$ cat src/rtl/whack_round_ctrl.sv
// Round controller for a whack-a-mole pad game: shows one of seven moles per round,
// scores hits, counts misses, and narrows the visible window as the player improves.
module whack_round_ctrl #(
  parameter int GAP_CYCLES = 4,
  parameter int SHOW_INIT  = 16,
  parameter int SHOW_MIN   = 4,
  parameter int SHOW_STEP  = 2,
  parameter int ROUNDS     = 20,
  parameter int MAX_MISSES = 3
) (
  input  logic       clk,
  input  logic       rst_n,
  input  logic       start,
  input  logic [7:0] btn,
  input  logic [2:0] rand_seg,
  output logic       mole_on,
  output logic [2:0] mole_idx,
  output logic [7:0] score,
  output logic [3:0] misses,
  output logic [7:0] round,
  output logic       game_over,
  output logic       penalty
);

  typedef enum logic [1:0] {
    S_IDLE,
    S_GAP,
    S_SHOW,
    S_OVER
  } state_t;

  state_t      r_state;
  logic [15:0] r_timer;
  logic [15:0] r_window;
  logic        r_start_q;
  logic [7:0]  r_btn_q;

  logic        w_start_edge;
  logic [7:0]  w_btn_edge;
  logic [7:0]  w_other_mask;
  logic        w_hit;
  logic        w_wrong;
  logic        w_last;
  logic        w_round_end;
  logic        w_miss;
  logic [3:0]  w_misses_next;
  logic [7:0]  w_round_next;
  logic [7:0]  w_score_next;
  logic [15:0] w_window_next;
  logic        w_game_end;
  logic [2:0]  w_seg;

  assign w_start_edge = start & ~r_start_q;
  assign w_btn_edge   = btn & ~r_btn_q;

  // A hit wins over a simultaneous wrong press and over a final-cycle timeout.
  assign w_other_mask  = ~(8'd1 << mole_idx);
  assign w_hit         = w_btn_edge[mole_idx];
  assign w_wrong       = |(w_btn_edge & w_other_mask);
  assign w_last        = (r_timer == 16'd1);
  assign w_round_end   = w_hit | w_wrong | w_last;
  assign w_miss        = ~w_hit & (w_wrong | w_last);

  assign w_misses_next = misses + 4'(w_miss);
  assign w_round_next  = (round == 8'hFF) ? round : round + 8'd1;
  assign w_score_next  = (score == 8'hFF) ? score : score + 8'd1;
  assign w_game_end    = (w_misses_next == 4'(MAX_MISSES)) || (w_round_next == 8'(ROUNDS));

  // Compare in 17 bits so the floor test can never wrap below zero.
  assign w_window_next = ({1'b0, r_window} >= 17'(SHOW_MIN + SHOW_STEP)) ?
                         (r_window - 16'(SHOW_STEP)) : 16'(SHOW_MIN);

  assign w_seg = (rand_seg == 3'd7) ? 3'd0 : rand_seg;

  always_ff @(posedge clk or negedge rst_n) begin
    if (!rst_n) begin
      r_state   <= S_IDLE;
      r_timer   <= 16'd0;
      r_window  <= 16'd0;
      r_start_q <= 1'b0;
      r_btn_q   <= 8'd0;
      mole_on   <= 1'b0;
      mole_idx  <= 3'd0;
      score     <= 8'd0;
      misses    <= 4'd0;
      round     <= 8'd0;
      game_over <= 1'b0;
      penalty   <= 1'b0;
    end else begin
      r_start_q <= start;
      r_btn_q   <= btn;
      penalty   <= 1'b0;

      if (w_start_edge) begin
        r_state   <= S_GAP;
        r_timer   <= 16'(GAP_CYCLES);
        r_window  <= 16'(SHOW_INIT);
        mole_on   <= 1'b0;
        score     <= 8'd0;
        misses    <= 4'd0;
        round     <= 8'd0;
        game_over <= 1'b0;
      end else begin
        case (r_state)
          S_IDLE: begin
            mole_on   <= 1'b0;
            game_over <= 1'b0;
          end

          S_GAP: begin
            mole_on <= 1'b0;
            if (w_last) begin
              mole_idx <= w_seg;
              r_timer  <= r_window;
              r_state  <= S_SHOW;
              mole_on  <= 1'b1;
            end else begin
              r_timer <= r_timer - 16'd1;
            end
          end

          S_SHOW: begin
            if (w_round_end) begin
              round   <= w_round_next;
              mole_on <= 1'b0;
              if (w_hit) begin
                score    <= w_score_next;
                r_window <= w_window_next;
              end else begin
                misses  <= w_misses_next;
                penalty <= 1'b1;
              end
              if (w_game_end) begin
                r_state   <= S_OVER;
                game_over <= 1'b1;
              end else begin
                r_state <= S_GAP;
                r_timer <= 16'(GAP_CYCLES);
              end
            end else begin
              r_timer <= r_timer - 16'd1;
            end
          end

          S_OVER: begin
            mole_on   <= 1'b0;
            game_over <= 1'b1;
          end

          default: r_state <= S_IDLE;
        endcase
      end
    end
  end

endmodule

$ cat config.mk
export PLATFORM = sky130hd
export DESIGN_NAME = whack_round_ctrl
export DESIGN_NICKNAME = d
export VERILOG_FILES = /design/src/rtl/whack_round_ctrl.sv
export SDC_FILE = /design/constraint.sdc
export NUM_CORES = 1
export LEC_CHECK = 0
export ABC_AREA = 0
export CORE_UTILIZATION = 51
export CTS_CLUSTER_DIAMETER = 40
export DETAILED_ROUTE_END_ITERATION = 6
export GPL_TIMING_DRIVEN = 0
export PLACE_DENSITY = 0.74
export SETUP_SLACK_MARGIN = 0.15
export SLEW_MARGIN = 40
export SYNTH_ARGS = -nofsm -noshare
export SYNTH_HDL_FRONTEND = slang
export SYNTH_SLANG_ARGS = --single-unit
$ cat constraint.sdc
create_clock -name clk -period 4.3 [get_ports clk]
set_input_delay 0.86 -clock clk [delete_from_list [all_inputs] [get_ports clk]]
set_output_delay 0.86 -clock clk [all_outputs]
set_load 0.01 [all_outputs]
==> results.md, run 1 <==
- Worst path required time: 4.52 ns
- Hold crit path type: in2async
- Max_slew headroom: 55.8%
- Final setup fails: 0
- Layout area overhead: 18.9%
- Number of port buffers: 39
- Least-Margin Pin Slew: 0.658 ns
- Synth Flop Type: dfrtp_1
- CTS tree: yes
- WS Path Type: in2reg
- R2R cell count: 15
- Detailed placer's ending HPWL: 7080 um
- Clock Tree Buf Depth: 2
- Part of the cycle the worst path needs: 90.7%
- Distinct cell type count after synthesis: 70
- Critical path peak fanout: 10
- Worst EP arrival: 4.12 ns
- EDFF count, synth: 0
- Clk pin slew, worst setup/hold paths: 0.07 ns
- Die X: 90.5 um
- Worst VDD drop: 0.000256 V
- LEAKAGE: 1.99 nW
- Unrepaired setup endpoints after global routing: no
- Iteration-0 DRC Markers: 220
- GR Util All Layers: 25.5%
- Final hold vios: 0
- Final net count: 520
- Post-route cell area: 4750 um^2
- Die Area: 8190 um^2
- Most common cell after layout, fill and taps aside: dfrtp_1
- Gpl congestion: 0.934
- Setup TNS Final: 0 ns
- Pin count of the biggest net entering global routing: 50
- Max Freq: 256 MHz
- Startpoint Class: input pin
- Row cnt: 31
- Status: completed
- Synthesized flop and latch total: 68
- CP endpoint kind: register
- Power per cell area: 555 nW/um^2
- WL final: 9910 um
- Grt ovf: 0
- Antenna violations before repair: 0
- Clock sink count: 68
- Initial DRT Pass Iterations: 5
- Vias in the first global route: 3462
- Placeable core region: 7410 um^2
- Sequential share of the synthesized area: 42.6%
- Reg-to-Reg Start: r_timer[10]
- IO Count: 40
- Fin. max-slew vios: 0
- Synthesized Nets: 469
- # H-tree levels: 3
- Hold_buf cts: 0
- Root buffer cell: clkbuf_8
- R2R Setup Slk: 0.70 ns
- Total Power: 2.64 mW
- DRT antenna net count: 0
- Post-route minimum period: 3.90 ns
- Drt wl/cell: 16.5 um
- Share of cells above drive strength 1: 9.20%
- Initial Util: 53.9%
- R2R Path End: r_timer[9]
- Most frequent cells in the layout: dfrtp_1 (68), nand2_1 (40), clkdlybuf4s50_1 (38)
- Max Cap Viol: 0
- Mapped Cells: 445
- Die Ht: 90.5 um
- Clock Skews: 0.00759 ns
- Clock latency on the worst-skew pair: 0.35 ns
- FFs w/ async S/R, synth: 100%
- Avg Cell Area, Syn: 8.98 um^2
- Placed cell areas: 4540 um^2
- TritonCTS buffer count: 9
- Synth warn: 0
- # DRC: 0
- First-pass GRT wire length: 16700 um
- Antenna diode count: 0
- Synthesized area: 4000 um^2
- Via count: 3713
- Vias per cell: 6.20
timing repair:
item	CTS	global route
buffers inserted	0	0
hold endpoints to repair	0	0
gates resized for setup	0	4
setup endpoints to repair	0	11
cells in the mapped netlist, types with 6 or more instances:
cell | n | area (um^2)
dfrtp_1 | 68 | 1700
nand3_1 | 16 | 80.1
ha_1 | 10 | 125
and3_1 | 8 | 50.1
nor3_1 | 22 | 110
nor4_1 | 9 | 56.3
o2bb2ai_1 | 9 | 78.8
clkbuf_1 | 14 | 52.6
nand2_1 | 40 | 150
xor2_1 | 8 | 70.1
inv_1 | 14 | 52.6
nor2_1 | 39 | 146
a21oi_1 | 34 | 170
buf_2 | 6 | 30.0
o21ai_0 | 29 | 145
o22ai_1 | 11 | 68.8
worst max-delay path by stage:
| stage | from | end | slack, ns | cells after the start |
|---|---|---|---|---|
| 2_1_floorplan | btn[3] | r_timer[13] | 1.00 | 14 |
| 3_3_place_gp | rst_n | r_window[6] | 0.02 | 1 |
| 3_5_place_dp | btn[2] | r_timer[9] | 0.05 | 15 |
| 4_1_cts | btn[3] | r_timer[1] | 0.38 | 14 |
| 5_1_grt | btn[3] | r_timer[9] | 0.20 | 15 |
| 6_report | btn[2] | r_timer[9] | 0.40 | 15 |
critical path, cell delays in order:
cell and delay [ns]:
clkdlybuf4s50_1 0.51, or3b_2 0.45, a32o_1 0.26, nand2_1 0.21, nor3_4 0.11, nor2_2 0.17
ha_1 0.22, ha_1 0.21, nor3_1 0.07, a31oi_1 0.16, o22a_1 0.22, o21a_1 0.19
buf_4 0.19, o32ai_1 0.11, o2bb2ai_1 0.17
registers in the layout, summed over array words and instances, names as in the netlist, 2 cells and up:
signal	flops
misses	4
mole_idx	3
r_btn_q	8
r_state	2
r_timer	16
r_window	15
round	8
score	8
kinds of logic after synthesis:
| family | Yosys count | synth area share [%] |
|---|---|---|
| compound gates | 133 | 22.8 |
| xor+xnor | 11 | 2.41 |
| fa+ha+maj | 10 | 3.13 |
| buf+inv | 39 | 4.23 |
| flops | 68 | 42.6 |
| simple gates | 179 | 23.6 |
| mux | 5 | 1.31 |
where the power goes:
| group | internal (mW) | switching, mW | leakage [nW] | total [mW] |
|---|---|---|---|---|
| clock network | 0.269 | 0.237 | 0.0986 | 0.506 |
| logic | 0.462 | 0.686 | 0.996 | 1.15 |
| registers | 0.790 | 0.192 | 0.899 | 0.982 |
metal layers:
layer	vias up	track usage (%)	routed length [um]
met2	111	40.3	4630
met3	15	4.21	545
met5	-	0	0
met1	1825	35.1	4540
met4	0	9.68	182
li1	1762	-	-
final cells by class:
class / instances / area, um^2
Clock inverter: 1 / 5.00
Clock buffer: 14 / 183
Fill cell: 630 / 2660
Inverter: 16 / 60.1
Sequential cell: 68 / 1700
Buffer: 23 / 109
Timing Repair Buffer: 40 / 419
Tap cell: 99 / 124
Multi-Input combinational cell: 338 / 2150
stage by stage:
step                      cells  setup slack [ns]  utilization, %  hold WS [ns]
after CTS                   599             0.378            63.8         0.350
after global routing        599             0.202            64.1         0.352
after global placement      583            0.0171            60.9         0.485
after floorplan             445              1.00               -         0.457
final                       599             0.398            64.1         0.342
after detailed placement    584            0.0512            61.3         0.487
No activity file was read; power rests on OpenSTA's default activity.
==> inputs of run 2 (changes only) <==
--- a/config.mk
+++ b/config.mk
@@ -9,7 +9,6 @@
 export CORE_UTILIZATION = 51
 export CTS_CLUSTER_DIAMETER = 40
 export DETAILED_ROUTE_END_ITERATION = 6
-export GPL_TIMING_DRIVEN = 0
 export PLACE_DENSITY = 0.74
 export SETUP_SLACK_MARGIN = 0.15
 export SLEW_MARGIN = 40
==> run 2 against run 1 <==
  * Register-to-register slack got worse by 0.15 ns
  * Via count decreased by 3.6%
  * Die area unchanged
  * Global-route usage decreased by 1.2 points
  * Worst hold slack improved by 0.11 ns
  * Critical path type unchanged
==> results.md, run 2 (synthesis gave the netlist of run 1 again) <==
- WL final: 9420 um
- R2R cell count: 13
- CP endpoint kind: register
- WP depth: 14
- Die X: 90.5 um
- CTS tree: yes
- Grt ovf: 0
- Share of cells above drive strength 1: 9.26%
- Vias per cell: 6.12
- Setup TNS Final: 0 ns
- Least-Margin Pin Slew: 0.713 ns
- Clock Skews: 0.0103 ns
- Antenna violations before repair: 0
- Worst path required time: 4.55 ns
- IO Count: 40
- Clk pin slew, worst setup/hold paths: 0.08 ns
- Most frequent cells in the layout: dfrtp_1 (68), nand2_1 (40), nor2_1 (39)
- R2R Setup Slk: 0.55 ns
- Power per cell area: 558 nW/um^2
- CP top delay family: compound AO/OA/AOI/OAI gates
- Max_slew headroom: 52.4%
- Unrepaired setup endpoints after global routing: no
- Most common cell after layout, fill and taps aside: dfrtp_1
- CP cell instances: clkdlybuf4s50_1, or3b_2, a32o_1, nand2_1, nor3_2, nor2_1, ha_1, ha_1, nor3_1, a31oi_1, o22a_1, o21a_1, nor2_1, a21o_1
- Post-route minimum period: 3.81 ns
- Max Freq: 263 MHz
- First-pass GRT wire length: 16100 um
- Antenna diode count: 0
- Row cnt: 31
- Pin count of the biggest net entering global routing: 42
- Final hold vios: 0
- Hold_buf cts: 0
- Vias in the first global route: 3369
- Max FFs per register: 16
- Die Ht: 90.5 um
- Initial Util: 53.9%
- Top flop regs: r_timer: 16 flops, r_window: 15 flops
- Final net count: 506
- Root buffer cell: clkbuf_8
- WS Path Type: in2reg
- Placed cell areas: 4490 um^2
- Critical path peak fanout: 11
- Iteration-0 DRC Markers: 301
- Slowest cell on the critical path: clkdlybuf4s50_1
- Post-route cell area: 4670 um^2
- Placeable core region: 7410 um^2
- Part of the cycle the worst path needs: 88.6%
- Fin. max-slew vios: 0
- Hold crit path type: in2async
- # DRC: 0
- Post-CTS sizing: 0
- Setup bufs post-CTS: 0
- Number of port buffers: 39
- Clock sink count: 68
- # H-tree levels: 3
- Status: completed
- Clock Tree Buf Depth: 2
- Via count: 3578
- Post-Route Utilization: 63.0%
- Detailed placer's ending HPWL: 6650 um
- Startpoint Class: input pin
- LEAKAGE: 1.95 nW
- GR Util All Layers: 24.3%
- Initial DRT Pass Iterations: 4
- Die Area: 8190 um^2
- Drt wl/cell: 16.1 um
- Max Cap Viol: 0
- Layout area overhead: 16.8%
- Final setup fails: 0
- Gpl congestion: 0.891
- Bufs and invs on worst path: 1
- Worst EP arrival: 4.05 ns
- Worst VDD drop: 0.000212 V
- Slowest cell delay on critical path: 0.51 ns
- Clock latency on the worst-skew pair: 0.36 ns
- Largest Register: r_timer
- TritonCTS buffer count: 9
- DRT antenna net count: 0
-- run 2: path summary, 6_finish.rpt --
check,startpoint,to
worst max-delay path,btn[2],r_timer[15]
worst min-delay path,rst_n,r_btn_q[7]
worst max register to register,r_timer[10],r_timer[15]
worst min register to register,r_timer[6],r_timer[6]
max in group asynchronous,rst_n,r_window[9]
min in group clk,r_timer[6],r_timer[6]
-- run 2: final cells by class --
cell class / count / area, um^2
Timing Repair Buffer: 49 / 463
Fill cell: 627 / 2740
Clock inverter: 4 / 25.0
Clock buffer: 11 / 151
Multi-Input combinational cell: 338 / 2140
Tap cell: 99 / 124
Inverter: 16 / 60.1
Sequential cell: 68 / 1700
-- run 2: worst reg2reg max path, cell delays in order (launching register included) --
cell      delay [ns]
dfrtp_1         0.47
nor4_1          0.51
nand2b_1        0.34
nor3_4          0.44
nor3_2          0.08
nor2_1          0.17
ha_1            0.22
ha_1            0.20
nor3_1          0.06
a31oi_1         0.15
o22a_1          0.19
o21a_1          0.42
nor2_1          0.18
a21o_1          0.21
-- run 2: layer usage --
metal  vias up  GRT usage, %  part of all wire, %
met1      1693          34.6                   46
met5         -             0                    0
met3        12          4.63                  7.2
met2       129          36.9                   45
met4         0          8.60                  1.5
li1       1744             -                    -
-- run 2: stage by stage --
| step | power, mW | cells | hold WS, ns | setup WS, ns |
|---|---|---|---|---|
| 2_1_floorplan | 1.76 | 445 | 0.457 | 1.00 |
| 3_3_place_gp | 2.07 | 570 | 0.482 | 0.243 |
| 3_5_place_dp | 2.10 | 570 | 0.492 | 0.146 |
| 4_1_cts | 2.59 | 585 | 0.486 | 0.491 |
| 5_1_grt | 2.79 | 585 | 0.515 | 0.220 |
| 6_report | 2.60 | 585 | 0.457 | 0.492 |
-- run 2: report_power, final --
group	switching, mW	internal (mW)	total (mW)
Sequential	0.217	0.791	1.01
Combinational	0.649	0.455	1.10
Clock	0.254	0.235	0.490
Total	1.12	1.48	2.60
